**src/rtl/ultrasonic_tx_scheduler_pkg.sv**
```systemverilog
// rtl/ultrasonic_tx_scheduler_pkg.sv - shared types and defaults for the transmitter scheduler
package ultrasonic_tx_scheduler_pkg;

  localparam int DEF_NUM_CH          = 4;
  localparam int DEF_CH_W            = 2;
  localparam int DEF_TIME_W          = 24;
  localparam int DEF_GUARD_CYCLES    = 50000;
  localparam int DEF_WATCHDOG_CYCLES = 2000000;

  typedef enum logic [1:0] {
    ST_IDLE  = 2'd0,
    ST_ARM   = 2'd1,
    ST_BURST = 2'd2,
    ST_GUARD = 2'd3
  } state_t;

  typedef struct packed {
    logic [DEF_CH_W-1:0]   ch;
    logic                  hit;
    logic [DEF_TIME_W-1:0] tof;
  } result_t;

endpackage

```
**src/rtl/ultrasonic_tx_scheduler_rr_channel_picker.sv**
```systemverilog
// rtl/ultrasonic_tx_scheduler_rr_channel_picker.sv - round-robin search over the channel mask
module rr_channel_picker #(
  parameter int NUM_CH = 4,
  parameter int CH_W   = 2
) (
  input  logic [NUM_CH-1:0] mask,
  input  logic [CH_W-1:0]   last_ch,
  output logic [CH_W-1:0]   next_idx,
  output logic              found
);

  // Offsets 1..NUM_CH so the previous owner is considered last.
  always_comb begin
    int unsigned cand;
    cand     = 0;
    next_idx = '0;
    found    = 1'b0;
    for (int k = 1; k <= NUM_CH; k++) begin
      cand = (32'(last_ch) + 32'(k)) % 32'(NUM_CH);
      if (!found && mask[cand[CH_W-1:0]]) begin
        found    = 1'b1;
        next_idx = cand[CH_W-1:0];
      end
    end
  end

endmodule

```
**src/rtl/ultrasonic_tx_scheduler.sv**
```systemverilog
// rtl/ultrasonic_tx_scheduler.sv - time-division sharing of one transmitter among transducer channels
module ultrasonic_tx_scheduler
  import ultrasonic_tx_scheduler_pkg::*;
#(
  parameter int NUM_CH          = DEF_NUM_CH,
  parameter int CH_W            = DEF_CH_W,
  parameter int TIME_W          = DEF_TIME_W,
  parameter int GUARD_CYCLES    = DEF_GUARD_CYCLES,
  parameter int WATCHDOG_CYCLES = DEF_WATCHDOG_CYCLES
) (
  input  logic              SYS_CLK,
  input  logic              RST,
  input  logic              ENABLE,
  input  logic [NUM_CH-1:0] CH_MASK,
  input  logic              burstStart,
  input  logic              roundTripFlag,
  input  logic              echoValid,
  output logic              txOn,
  output logic [CH_W-1:0]   chSel,
  output logic              busy,
  output logic              resultValid,
  output logic [CH_W-1:0]   resultCh,
  output logic              resultHit,
  output logic [TIME_W-1:0] resultTime,
  output logic              faultFlag
);

  localparam int WD_W = $clog2(WATCHDOG_CYCLES + 1);
  localparam int GD_W = $clog2(GUARD_CYCLES + 1);

  state_t            state, state_n;
  logic [CH_W-1:0]   last_ch, pick_idx;
  logic              pick_found;
  logic [WD_W-1:0]   wd_cnt;
  logic [GD_W-1:0]   guard_cnt;
  logic [TIME_W-1:0] tof_cnt, tof_next;
  logic              wd_done, guard_done, fault_n, result_n;

  rr_channel_picker #(
    .NUM_CH (NUM_CH),
    .CH_W   (CH_W)
  ) u_picker (
    .mask     (CH_MASK),
    .last_ch  (last_ch),
    .next_idx (pick_idx),
    .found    (pick_found)
  );

  assign wd_done    = (wd_cnt == WD_W'(WATCHDOG_CYCLES - 1));
  assign guard_done = (guard_cnt == GD_W'(GUARD_CYCLES - 1));
  // The echo cycle itself counts, so an echo N cycles after burstStart reports N.
  assign tof_next   = (&tof_cnt) ? tof_cnt : tof_cnt + TIME_W'(1);

  always_comb begin
    state_n  = state;
    fault_n  = 1'b0;
    result_n = 1'b0;
    case (state)
      ST_IDLE: if (ENABLE && pick_found) state_n = ST_ARM;
      ST_ARM: begin
        if (!ENABLE) begin
          state_n = ST_GUARD;
        end else if (burstStart) begin
          state_n = ST_BURST;
        end else if (wd_done) begin
          state_n = ST_GUARD;
          fault_n = 1'b1;
        end
      end
      ST_BURST: begin
        if (!ENABLE) begin
          state_n = ST_GUARD;
        end else if (echoValid || roundTripFlag) begin
          state_n  = ST_GUARD;
          result_n = 1'b1;
        end
      end
      ST_GUARD: if (guard_done) state_n = ST_IDLE;
      default: state_n = ST_IDLE;
    endcase
  end

  always_ff @(posedge SYS_CLK) begin
    if (RST) begin
      state       <= ST_IDLE;
      last_ch     <= CH_W'(NUM_CH - 1);
      wd_cnt      <= '0;
      guard_cnt   <= '0;
      tof_cnt     <= '0;
      txOn        <= 1'b0;
      chSel       <= '0;
      busy        <= 1'b0;
      resultValid <= 1'b0;
      resultCh    <= '0;
      resultHit   <= 1'b0;
      resultTime  <= '0;
      faultFlag   <= 1'b0;
    end else begin
      state       <= state_n;
      txOn        <= (state == ST_ARM) || (state == ST_BURST);
      busy        <= (state_n != ST_IDLE);
      resultValid <= result_n;
      faultFlag   <= fault_n;
      if (result_n) begin
        resultCh   <= chSel;
        resultHit  <= echoValid;
        resultTime <= echoValid ? tof_next : '0;
      end
      case (state)
        ST_IDLE: begin
          if (state_n == ST_ARM) begin
            chSel   <= pick_idx;
            last_ch <= pick_idx;
            wd_cnt  <= '0;
          end
        end
        ST_ARM: begin
          wd_cnt <= wd_cnt + WD_W'(1);
          if (burstStart) tof_cnt <= '0;
        end
        ST_BURST: tof_cnt   <= tof_next;
        ST_GUARD: guard_cnt <= guard_cnt + GD_W'(1);
        default: ;
      endcase
      if (state_n == ST_GUARD && state != ST_GUARD) guard_cnt <= '0;
    end
  end

endmodule

```
**config.mk**
```make
export PLATFORM = sky130hd
export DESIGN_NAME = ultrasonic_tx_scheduler
export DESIGN_NICKNAME = d
export VERILOG_FILES = /design/src/rtl/ultrasonic_tx_scheduler_pkg.sv /design/src/rtl/ultrasonic_tx_scheduler_rr_channel_picker.sv /design/src/rtl/ultrasonic_tx_scheduler.sv
export SDC_FILE = /design/constraint.sdc
export NUM_CORES = 1
export LEC_CHECK = 0
export CORE_AREA = 2 2 121 123
export CTS_BUF_LIST = sky130_fd_sc_hd__clkbuf_8
export CTS_CLUSTER_DIAMETER = 80
export CTS_CLUSTER_SIZE = 16
export DETAILED_ROUTE_END_ITERATION = 8
export DIE_AREA = 0 0 123 125
export HOLD_SLACK_MARGIN = 0.05
export PLACE_DENSITY_LB_ADDON = 0.1
export SLEW_MARGIN = 20
export SYNTH_ARGS = -nofsm -noshare
export SYNTH_HDL_FRONTEND = slang
export SYNTH_SLANG_ARGS = --single-unit
```
**constraint.sdc**
```tcl
create_clock -name SYS_CLK -period 2.4 [get_ports SYS_CLK]
set_input_delay 0.36 -clock SYS_CLK [delete_from_list [all_inputs] [get_ports SYS_CLK]]
set_output_delay 0.36 -clock SYS_CLK [all_outputs]
set_load 0.05 [all_outputs]
```
==> qor.yml, run 1 <==
setup_path:
  cp.required_ns: 2.65
  crit_type: "flip-flop to flip-flop"
  worstSetupEndpointType: "flip-flop"
  cp-start-kind: "flip-flop"
  path_max_fanout: 21
  cp.arrival_ns: 2.48
power:
  peakVddDrop_uv: 455.2
  power.density_mw_per_mm2: 734.9
  power.leakage_uw: 0.002116
job:
  cap_violations: 0
place:
  place_area_mm2: 0.005668
  pre_cts_ws_ns: -0.3099
  dp_hpwl_mm: 8.281
  port_buffers: 42
  routabilityCongestion: 0.7737
final_layout:
  syn_to_final_growth_pct: 21.75
  num_antenna_cells: 0
  fillers: 1443
  drive_above_1_share: 0.1191
  nNetsFinal: 669
  fin_area_mm2: 0.005897
sta:
  finClkSkew_ns: 0.009409
  slew_violations: 0
  worst_pin_slew_ns: 0.7772
  rsz0062_at_grt: "true"
  finalHoldViolations: 0
  fin_crit_sh: 0.9288
  fin_ws_ns: 0.1710
  clock.fmax_mhz: 448.6
  whs_ns: 0.4493
  slew_headroom: 0.4819
  setup_viol: 0
  finalCriticalPeriod_ns: 2.229
grt:
  grt_max_degree: 22
  grt_pass1_wl_mm: 19.50
  grt_pass1_vias: 3990
  antenna_found_initial: 0
  overflow: 0
  grtUsageTotal: 0.1577
clock_tree:
  clkLatencyLatePin_ns: 0.37
  cts_tree: "yes"
  cts_hold_buf: 0
  cts_root_buffer: "clkbuf_8"
  cts_max_path_buffers: 2
  clock_sinks: 98
  cts_made_buffers: 9
  cts.clk_slew.worst_paths_ns: 0.09
  cts-htree-levels: 3
hold_path:
  min_path_type: "flip-flop to flip-flop"
drt:
  drc_errors: 0
  vias_per_cell: 5.056
  via_count: 4242
  drtAntennaViolNets: 0
  wl_mm: 11.54
  drtIter0Drc: 280
  first_pass_iters: 4
  wl_per_cell_um: 13.75
synth:
  netlist_area_mm2: 0.004843
  synth_largest_area_cell: "dfxtp_1"
  yosysTopAreaCellShare: 0.4051
  syn_area_per_cell_um2: 8.293
  synth_edf_count: 0
  postSynthCellCount: 584
  synth-async-reset-ratio: 0
  yosysUniqueCellTypes: 68
  netlist_top_cells_count: "98 x dfxtp_1, 73 x nand2_1, 65 x nor2_1"
  syn_nets: 602
  netlist_top_cells_area: "dfxtp_1 41%, nand2_1 5.7%, nor2_1 5.0%"
  synth_warnings: 0
  ys_ff_latch: 98
  synth-main-ff-cell: "dfxtp_1"
  synth_most_common_cell: "dfxtp_1"
  seq_area_frac_synth: 0.4051
die:
  num_rows: 44
  initial_core_util: 0.3410
  pin_count: 43
  core_area_mm2: 0.01420
  die_x_um: 123
  die_area_mm2: 0.01538
  die_h_um: 125
status:
  status: "finished, final reports clean"
[path summary, 6_finish.rpt]
check	slack, ns	start	cells past startpoint	endpoint
min	0.45	resultTime[20]$_SDFFE_PP0P_	2	resultTime[20]$_SDFFE_PP0P_
min reg2reg	0.45	resultTime[20]$_SDFFE_PP0P_	2	resultTime[20]$_SDFFE_PP0P_
max reg2reg	0.17	wd_cnt[15]$_SDFFE_PP0P_	8	wd_cnt[10]$_SDFFE_PP0P_
max	0.17	wd_cnt[15]$_SDFFE_PP0P_	8	wd_cnt[10]$_SDFFE_PP0P_
[worst max-delay path: stages (launching register included)]
cell and delay [ns]:
dfxtp_1 0.41, nor4bb_1 0.29, and4_2 0.32, a21boi_1 0.09
o211a_4 0.28, o31a_1 0.32, buf_12 0.16, o21ai_1 0.16
o41ai_2 0.08
[report_power, final]
part	switching (µW)	internal [µW]	total, µW	leakage, µW
clock	553	464	1020	0.000104
combinational	952	602	1550	0.00122
sequential	62.8	1700	1760	0.000792
[metal layers]
| metal | vias up | wire length (µm) | part of all wire | global-route usage |
|---|---|---|---|---|
| li1 | 2210 | - | - | - |
| met1 | 1965 | 5437 | 0.47 | 0.2001 |
| met2 | 63 | 5715 | 0.50 | 0.2603 |
| met3 | 4 | 311 | 0.027 | 0.04380 |
| met4 | 0 | 76 | 0.0066 | 0.04479 |
| met5 | - | 0 | 0 | 0 |
[state kept, by name, summed over array words and instances (netlist names)]
register     count
chSel            2
busy             1
faultFlag        1
resultValid      1
resultHit        1
txOn             1
wd_cnt          21
state            2
resultCh         2
tof_cnt         24
resultTime      24
last_ch          2
guard_cnt       16
[area by class of cell]
cell class	instances	area, µm²	area share
flip-flops and latches	98	1966	0.3333
multi-input cells	446	2721	0.4615
clock inverters	6	53.80	0.009124
repair buffers	83	753.2	0.1277
clock buffers	9	123.9	0.02101
inverters	13	48.80	0.008275
well taps	184	230.2	0.03904
[cells by family (layout without fill, tap and decap cells)]
logic type | after synthesis | after routing | share of synthesized area
and+or+nand+nor | 243 | 243 | 0.2537
AOI/OAI and AO/OA | 152 | 152 | 0.2028
DFF | 98 | 98 | 0.4051
buffers and inverters | 40 | 111 | 0.03875
xor gates and xnor gates | 38 | 38 | 0.06872
adders and majority gates | 8 | 8 | 0.02067
muxes | 5 | 5 | 0.01033
[what timing repair did]
item / 4_1_cts / 5_1_grt
gates resized for setup: 0 / 10
setup endpoints to repair: 0 / 49
setup buffers: 0 / 1
[stage by stage]
stage	total power, µW	instances	setup TNS (ns)	util
final	4334	839	0	0.4152
after global routing	4640	839	-0.2372	0.4152
after CTS	4381	838	0	0.4116
after detailed placement	3326	823	-8.502	0.3990
after global placement	3308	823	-7.382	0.3990
after floorplan	2865	584	0	-
[cell usage in the layout (no fill, tap or decap), types with 3 or more instances in the layout]
cell	Yosys	final
o22ai_1	3	3
o21ai_0	33	33
and4_1	4	3
xor2_1	21	21
inv_1	13	17
nand2_1	73	73
o211a_1	3	3
and2_1	7	7
buf_4	0	39
o31ai_1	15	15
or3_1	3	3
a31oi_1	13	13
nand4_1	7	7
nor3_1	10	10
nand3_1	27	27
mux2i_1	5	5
nor3_2	3	3
o21ai_1	28	28
nand2b_1	7	7
nor2b_1	3	3
clkdlybuf4s50_1	0	42
dfxtp_2	0	3
dfxtp_1	98	95
a21oi_1	28	28
ha_1	8	8
xnor2_1	17	17
nor2_1	65	64
a311oi_1	3	3
and3_1	13	13
clkbuf_8	0	9
No activity file was read; power rests on OpenSTA's default activity.
==> run 2, diff against run 1 <==
- PLACE_DENSITY: not set -> 0.49
- PLACE_DENSITY_LB_ADDON: 0.1 -> not set
==> run 2 against run 1 <==
  * Maximum frequency shrank 1.4%
  * Highest routed layer unchanged
  * Critical endpoint unchanged
  * Global-route usage rose by 0.23 points
  * First-iteration DRC count decreased by 12%
  * Largest cell class unchanged
  * Combinational power about the same
  * Utilization grew 0.18 points
  * Sequential power hardly changed
  * Sequential cell count unchanged
  * Critical path depth stayed put
  * Worst hold slack worse by 0.0010 ns
  * Sequential share of layout area fell by 0.14 points
  * Register-to-register slack worse by 0.03 ns
==> qor.yml, run 2 (synthesized netlist as in run 1, its figures left out) <==
status:
  status: "finished, final reports clean"
drt:
  met3_length_um: 301  # -3.2%
  drtAntennaViolNets: 0  # unchanged
  wl_met1_mm: 5.252  # -3.4%
  first_pass_iters: 4  # unchanged
  wl_per_cell_um: 13.96  # +1.5%
  wl_mm: 11.71  # +1.5%
  wl_met2_mm: 5.951  # +4.1%
  drc_errors: 0  # unchanged
  drtIter0Drc: 246  # -12%
  vias_per_cell: 5.123  # +1.3%
  top_layer: "met4"
  via_count: 4298  # +1.3%
die:
  die_x_um: 123  # unchanged
  num_rows: 44  # unchanged
  die_area_mm2: 0.01538  # unchanged
  core_area_mm2: 0.01420  # unchanged
  initial_core_util: 0.3410  # unchanged
  die_h_um: 125  # unchanged
  pin_count: 43  # unchanged
setup_path:
  reg2regPathDepth: 8  # unchanged
  cp.arrival_ns: 2.53  # +0.05 ns
  cp_slowest_stage_delay_ns: 0.43  # +0.02 ns
  crit_chain: "nor4b_2, and4_1, a21boi_1, o211a_4, o31a_1, buf_12, o21ai_1, o41ai_2"
  critPathBufInv: 1  # unchanged
  cp-start-kind: "flip-flop"
  r2r_slack_ns: 0.14  # -0.03 ns
  reg2reg_from: "wd_cnt[10]$_SDFFE_PP0P_"
  worstSetupEndpointType: "flip-flop"
  cp_slowest_cell: "dfxtp_1"
  path_delay_family: "compound AO/OA/AOI/OAI gates"
  path_max_fanout: 21  # unchanged
  crit_type: "flip-flop to flip-flop"
  cp.required_ns: 2.67  # +0.02 ns
  reg2reg_to: "wd_cnt[10]$_SDFFE_PP0P_"
hold_path:
  hold-path-cell-count: 2  # unchanged
  min_from: "resultTime[20]$_SDFFE_PP0P_"
  hold_end: "resultTime[20]$_SDFFE_PP0P_"
  min_path_type: "flip-flop to flip-flop"
power:
  finalPower_uw: 4376  # +0.97%
  peakVddDrop_uv: 415.1  # -8.8%
  power.leakage_uw: 0.002106  # -0.46%
  power.density_mw_per_mm2: 738.9  # +0.55%
sta:
  finalHoldViolations: 0  # unchanged
  finClkSkew_ns: 0.009186  # -0.0002226 ns
  slew_violations: 0  # unchanged
  fin_ws_ns: 0.1400  # -0.03101 ns
  setup_viol: 0  # unchanged
  slew_headroom: 0.4237  # -0.05815
  fin_crit_sh: 0.9417  # +0.01292
  finalCriticalPeriod_ns: 2.260  # +0.03101 ns
  clock.fmax_mhz: 442.5  # -1.4%
  worst_pin_slew_ns: 0.8644  # +0.08723 ns
job:
  cap_violations: 0  # unchanged
final_layout:
  stdcell_count: 839  # unchanged
  nNetsFinal: 668  # -0.15%
  final_common_cell: "dfxtp_1"
  drive_above_1_share: 0.1206  # +0.001527
  final-seq-area_mm2: 0.001966  # unchanged
  fillers: 1447  # +0.28%
  final_cell_mix: "95 x dfxtp_1, 73 x nand2_1, 65 x nor2_1"
  top_regs: "resultTime (24), tof_cnt (24), wd_cnt (21)"
  multi_input_area_mm2: 0.002748  # +0.97%
  num_antenna_cells: 0  # unchanged
  syn_to_final_growth_pct: 22.27
place:
  dp_hpwl_mm: 8.416  # +1.6%
  routabilityCongestion: 0.7621  # -1.5%
  port_buffers: 42  # unchanged
  pre_cts_ws_ns: -0.1706  # +0.1393 ns
  dp.cells: 823  # unchanged
grt:
  antenna_found_initial: 0  # unchanged
  grt_pass1_wl_mm: 19.64  # +0.74%
  grt_max_degree: 24  # +9.1%
  overflow: 0  # unchanged
  grtUsageTotal: 0.1599  # +0.002258
  grt_pass1_vias: 4211  # +5.5%
clock_tree:
  cts_tree: "yes"
  cts_root_buffer: "clkbuf_8"
  cts-htree-levels: 3  # unchanged
  post_cts_buffers: 0  # unchanged
  cts.clk_slew.worst_paths_ns: 0.09  # about the same
  clkLatencyLatePin_ns: 0.38  # about the same
  clock_sinks: 98  # unchanged
  cts_made_buffers: 9  # unchanged
  cts_max_path_buffers: 2  # unchanged
## run 2: layer usage
metal	global-route usage	vias up
met1	0.1841	2042
met2	0.2844	36
met4	0.06016	0
li1	-	2205
met3	0.03650	15
met5	0	-
## run 2: how the worst max path moves through the flow
| stage | startpoint | end | slack, ns | depth (start not counted) |
|---|---|---|---|---|
| after global routing | wd_cnt[15]$_SDFFE_PP0P_ | wd_cnt[10]$_SDFFE_PP0P_ | -0.01 | 8 |
| final | wd_cnt[10]$_SDFFE_PP0P_ | wd_cnt[10]$_SDFFE_PP0P_ | 0.14 | 8 |
| after global placement | CH_MASK[1] | wd_cnt[18]$_SDFFE_PP0P_ | -0.08 | 9 |
| after floorplan | state[1]$_SDFF_PP0_ | wd_cnt[9]$_SDFFE_PP0P_ | 0.27 | 11 |
| after CTS | guard_cnt[10]$_SDFFE_PP0N_ | wd_cnt[10]$_SDFFE_PP0P_ | 0.0004 | 8 |
| after detailed placement | CH_MASK[1] | wd_cnt[18]$_SDFFE_PP0P_ | -0.17 | 9 |
## run 2: layout make-up
type                       count  share of cell area
clock buffer                  12             0.02789
clock inverter                 4            0.003169
inverter                      13            0.008240
multi-input combinational    446              0.4640
sequential                    98              0.3319
tap                          184             0.03888
timing repair buffer          82              0.1259
## run 2: worst min-delay path, stage by stage (launching register included)
cell and delay [ns]:
dfxtp_1 0.32, nand2_1 0.05, o21ai_1 0.05
## run 2: through the flow
stage	utilization	instance area, µm²	setup TNS, ns	hold WS (ns)
after floorplan	-	4843	0	0.4275
after global placement	0.3999	5680	-0.8717	0.4341
after detailed placement	0.3999	5680	-4.379	0.4415
after CTS	0.4146	5888	0	0.4549
after global routing	0.4169	5922	-0.01343	0.4785
final	0.4169	5922	0	0.4483
## run 2: repair_timing
action                     4_1_cts  5_1_grt
gates cloned                     0        0
setup endpoints to repair        1       14
pin swaps                        0        1
hold buffers                     0        0
gates resized for setup          3        8
## run 2: report_power, final
part	internal (µW)	total [µW]	switching, µW
Sequential	1700	1760	62.2
Clock	452	1030	578
Combinational	613	1580	970
==> run 3, diff against run 2 <==
- clock period: 2.4 -> 2.2 ns (I/O delays scaled with it)
==> run 3 against run 2 <==
  * First-iteration DRC count up 8.5%
  * Count of clock-buffer cells in the layout is 3 lower
  * Global-route usage decreased by 0.20 points
  * Highest routed layer unchanged
==> qor.yml, run 3 (synthesized netlist as in run 1, its figures left out) <==
status:
  status: "finished, final reports clean"
final_layout:
  multi_input_area_mm2: 0.002935  # +6.8%
  final_common_cell: "dfxtp_1"
  fin_area_mm2: 0.006479  # +9.4%
  fillers: 1412  # -2.4%
  num_antenna_cells: 0  # unchanged
  syn_to_final_growth_pct: 33.76
  top_regs: "resultTime (24), tof_cnt (24), wd_cnt (21)"
  nNetsFinal: 715  # +7.0%
  final_cell_mix: "93 x dfxtp_1, 79 x buf_4, 73 x nand2_1"
  drive_above_1_share: 0.2126  # +0.09194
  final-seq-area_mm2: 0.001968  # +0.13%
die:
  die_area_mm2: 0.01538  # unchanged
  die_x_um: 123  # unchanged
  core_area_mm2: 0.01420  # unchanged
  initial_core_util: 0.3410  # unchanged
  die_h_um: 125  # unchanged
  num_rows: 44  # unchanged
  pin_count: 43  # unchanged
setup_path:
  cp_slowest_cell: "dfxtp_1"
  cp.arrival_ns: 2.46  # -0.07 ns
  path_max_fanout: 21  # unchanged
  crit_chain: "nor4bb_2, and4_4, a21boi_1, o211a_4, o31a_1, buf_12, o21ai_4, o41ai_4"
  crit_type: "flip-flop to flip-flop"
  cp.required_ns: 2.46  # -0.21 ns
  cp-start-kind: "flip-flop"
  cp_slowest_stage_delay_ns: 0.35  # -0.08 ns
  worstSetupEndpointType: "flip-flop"
grt:
  grt_pass1_wl_mm: 19.36  # -1.4%
  grtUsageTotal: 0.1579  # -0.002035
  overflow: 0  # unchanged
  grt_max_degree: 24  # unchanged
  grt_pass1_vias: 4166  # -1.1%
  antenna_found_initial: 0  # unchanged
power:
  power.density_mw_per_mm2: 827.7  # +12%
  comb_power_share: 0.410  # +0.048
  peakVddDrop_uv: 503.3  # +21%
  power.leakage_uw: 0.002419  # +15%
  switching_share: 0.3624  # -0.005484
  p_int_uw: 3419  # +24%
  pwr-share-seq: 0.355  # -0.048
  switchingPower_uw: 1943  # +21%
  clkPwrFrac: 0.235  # about the same
place:
  dp_hpwl_mm: 8.563  # +1.7%
  routabilityCongestion: 0.7846  # +3.0%
  port_buffers: 42  # unchanged
  place_area_mm2: 0.005893  # +3.7%
sta:
  fin_crit_sh: 0.9992  # +0.05753
  finalHoldViolations: 0  # unchanged
  clock.fmax_mhz: 454.9  # +2.8%
  whs_ns: 0.4502  # +0.001833 ns
  rsz0062_at_grt: "true"
  setup_viol: 0  # unchanged
  finClkSkew_ns: 0.01122  # +0.002035 ns
  slew_violations: 0  # unchanged
  slew_headroom: 0.5590  # +0.1353
  finalCriticalPeriod_ns: 2.198  # -0.06176 ns
  worst_pin_slew_ns: 0.6586  # -0.2059 ns
drt:
  wl_per_cell_um: 13.87  # -0.66%
  drtIter0Drc: 267  # +8.5%
  drtAntennaViolNets: 0  # unchanged
  first_pass_iters: 4  # unchanged
  via_count: 4503  # +4.8%
  vias_per_cell: 5.088  # -0.68%
  drc_errors: 0  # unchanged
  wl_mm: 12.27  # +4.8%
hold_path:
  min_path_type: "flip-flop to flip-flop"
clock_tree:
  cts_max_path_buffers: 2  # unchanged
  cts.clk_slew.worst_paths_ns: 0.09  # about the same
  cts_root_buffer: "clkbuf_8"
  clkLatencyLatePin_ns: 0.38  # about the same
  cts_tree: "yes"
  clock_sinks: 98  # unchanged
  cts_hold_buf: 0  # unchanged
  cts-htree-levels: 3  # unchanged
  cts_made_buffers: 9  # unchanged
job:
  cap_violations: 0  # unchanged
## run 3: power by group through the flow
stage	registers [µW]	logic, µW	clock network (µW)
floorplan	2070	1060	0
global placement	1940	1740	0
detailed placement	1940	1750	0
CTS	1900	1800	1310
global route	1910	2380	1380
finish	1900	2200	1260
## run 3: worst paths after layout
| path | endpoint | slack (ns) | start | depth (start not counted) |
|---|---|---|---|---|
| worst max register to register | wd_cnt[10]$_SDFFE_PP0P_ | 0.002 | wd_cnt[12]$_SDFFE_PP0P_ | 8 |
| worst max-delay path | wd_cnt[10]$_SDFFE_PP0P_ | 0.002 | wd_cnt[12]$_SDFFE_PP0P_ | 8 |
| worst min-delay path | resultTime[20]$_SDFFE_PP0P_ | 0.45 | resultTime[20]$_SDFFE_PP0P_ | 2 |
| worst min register to register | resultTime[20]$_SDFFE_PP0P_ | 0.45 | resultTime[20]$_SDFFE_PP0P_ | 2 |
## run 3: repair_timing
action                                  in CTS  in global routing
gates cloned                                 0                  3
pin swaps                                    1                  9
resized for setup                            4                 45
buffers inserted                             3                 11
endpoints found under the setup margin      31                 48
## run 3: through the flow
step / setup WS, ns / total power [µW] / instances / util / TNS [ns]
after floorplan: 0.06573 / 3126 / 584 / - / 0
after global placement: -0.4693 / 3682 / 853 / 0.4149 / -15.50
after detailed placement: -0.4903 / 3693 / 853 / 0.4149 / -16.65
after CTS: -0.07194 / 5012 / 871 / 0.4331 / -0.1697
after global routing: -0.05911 / 5679 / 885 / 0.4561 / -0.5880
final: 0.001747 / 5362 / 885 / 0.4561 / 0
## run 3: critical path: cells and delay by family, from the launching register on
kind / cells / cell delay [ns]
simple gates: 2 / 0.61
flops: 1 / 0.35
buf+inv: 1 / 0.17
compound gates: 5 / 0.94
## run 3: area by class of cell
cell class	count	share of cell area
Sequential cell	98	0.3038
Tap cell	184	0.03554
Timing Repair Buffer	126	0.1682
Multi-Input combinational cell	449	0.4531
Clock buffer	9	0.01912
Inverter	13	0.007532
Clock inverter	6	0.01275
## run 3: metal layers
metal  GRT usage  wire, µm  vias up  share of wire
li1            -         -     2291              -
met3     0.03786       374       10          0.030
met2      0.2840      6376       65           0.52
met5           0         0        -              0
met4     0.04612       122        0         0.0099
met1      0.1834      5399     2137           0.44
==> RTL change: new RTL, config.mk and constraints of run 3 <==
Remove the register `busy`: a continuous assignment takes its place, so the output `busy` follows one clock earlier.
--- a/src/rtl/ultrasonic_tx_scheduler.sv
+++ b/src/rtl/ultrasonic_tx_scheduler.sv
@@ -89,7 +89,6 @@
       tof_cnt     <= '0;
       txOn        <= 1'b0;
       chSel       <= '0;
-      busy        <= 1'b0;
       resultValid <= 1'b0;
       resultCh    <= '0;
       resultHit   <= 1'b0;
@@ -98,7 +97,6 @@
     end else begin
       state       <= state_n;
       txOn        <= (state == ST_ARM) || (state == ST_BURST);
-      busy        <= (state_n != ST_IDLE);
       resultValid <= result_n;
       faultFlag   <= fault_n;
       if (result_n) begin
@@ -126,5 +124,7 @@
     end
   end
 
+  assign busy = (state_n != ST_IDLE);
+
 endmodule
 
Check against the original RTL: not equivalent (Yosys sat finds a counterexample within 4 cycles, from zero or initial values and one cycle with RST high).
==> RTL change against run 3 <==
- the run now ends with negative setup slack left
- clock power shrank 5%
- power grew 3.9%
- via count grew 5.4%
- final cell count grew 2.5%
- clock skew grew 0.0038 ns
- area after synthesis grew 1.4%
- synthesized cell count grew 0.51%
- routed wire length grew 13%
- setup slack lost 0.31 ns
- critical path depth shrank 1
- final area grew 6.0%
- sequential cell count shrank 1
- register-to-register slack lost 0.27 ns
==> RTL change: results (changes against run 3) <==
Clock tree
  – Post_cts resized: 40 (+36)
  – Setup repair bufs after CTS: 12 (+9)
  – Clock sink count: 97 (-1.0%)
  – Worst skew pair latency: 0.40 ns (+0.02 ns)

Power and ir drop
  – Combinational power share: 43.9% (+2.9 points)
  – Peak supply drop: 0.6200 mV (+23%)
  – Pwr Density: 811.5 mW/mm2 (-2.0%)
  – Switching share of power: 36.94% (+0.69 points)
  – P_leak: 2.547 nW (+5.3%)

Placement
  – Area after DPL: 0.006160 mm2 (+4.5%)
  – Routability cong.: 0.8030 (+2.3%)
  – DP HPWL: 9576 um (+12%)
  – Placed Cells: 875 (+2.6%)

Timing
  – Setup Skew: 0.01498 ns (+0.003759 ns)
  – Final Worst Setup Slack: -0.3035 ns (-0.3053 ns)
  – Slew of the pin with the lowest slew margin: 0.5243 ns (-0.1343 ns)
  – Worst hold slack: 0.4046 ns (-0.04555 ns)
  – Fin Setup TNS: -8.659 ns (-8.659 ns)
  – Setup violations, final: 42 (+42)

Finish
  – Clock buf/inv share: 2.861% (-0.33 points)
  – Seq area share: 28.49% (-1.9 points)
  – Post-route cell area: 0.006865 mm2 (+6.0%)
  – Non-Filler Instances: 907 (+2.5%)
  – Buffering overhead: 20.65% (+3.8 points)
  – Multi-input gate count: 450 (+0.22%)
  – Nets: 736 (+2.9%)
  – Bufs w/o clock: 151 (+20%)
  – # fillers: 1,408 (-0.28%)

GRT
  – Vias in the first global route: 4,589 (+10%)
  – Global-route wire length before repair: 22,810 um (+18%)
  – Largest net degree at the start of global routing: 22 (-8.3%)

Route
  – Total length of routed wires: 13,870 um (+13%)
  – Starting DRT DRC Count: 313 (+17%)

Worst setup path
  – CP top delay family: simple AND/OR/NAND/NOR gates
  – Flop2flop setup slack: -0.27 ns (-0.27 ns)
  – CP peak stage delay: 0.54 ns (+0.19 ns)
  – R2R depth: 11 (+3)
  – Slowest cell on crit path: or4b_4
  – Critical path class: reg -> out
  – FF-to-FF Start: wd_cnt[11]
  – Critical-path maximum fanout: 2 (-90%)
  – FF-to-FF End: wd_cnt[9]
  – Worst EP arrival: 2.17 ns (-0.29 ns)

Run status
  – Status: finished, violations left
  – Failing checks: negative setup slack

Yosys
  – Syn_nets: 605 (+0.50%)
  – Post-synth cell types: 64 (-5.9%)
  – Synth area leaders: dfxtp_1 40%, nor2_1 5.4%, o21ai_0 4.4%, nand2_1 4.2%, xor2_1 3.6%

Hold path
  – Hold Path Stages: 4 (+2)
  – Worst hold path endpoint: last_ch[1]
  – Hold Crit Class: in -> reg
  – Worst hold start: CH_MASK[2]
## RTL change: cell count changes in the layout (fill, tap and decap cells not counted), sizes merged, moves of 5 or more
cell / change
buf: +26
nand2: -22
a22oi: +11
clkdlybuf4s50: -7
nand4: +7
or3: +6
dlymetal6s2s: +5
inv: -5
nor2: +5
## RTL change: worst register-to-register path, delay by kind of cell (launching register included)
family	cells	cell delay, ns
simple gates	4	1.18
buf+inv	4	0.54
flops	1	0.33
compound gates	3	0.32
## RTL change: kinds of logic after synthesis
kind of cell / Yosys count / share of synthesized area (%)
adders and majority gates: 8 / 2.039
AOI/OAI and AO/OA: 158 / 22.32
buffers and inverters: 40 / 3.848
DFF: 97 / 39.55
muxes: 6 / 1.249
and+or+nand+nor: 243 / 24.75
xor gates and xnor gates: 35 / 6.244
## RTL change: routing by layer
| layer | track usage, % | wire length (um) |
|---|---|---|
| met2 | 28.47 | 6235 |
| met5 | 0 | 0 |
| met1 | 26.14 | 6643 |
| met4 | 7.754 | 257 |
| met3 | 3.193 | 731 |
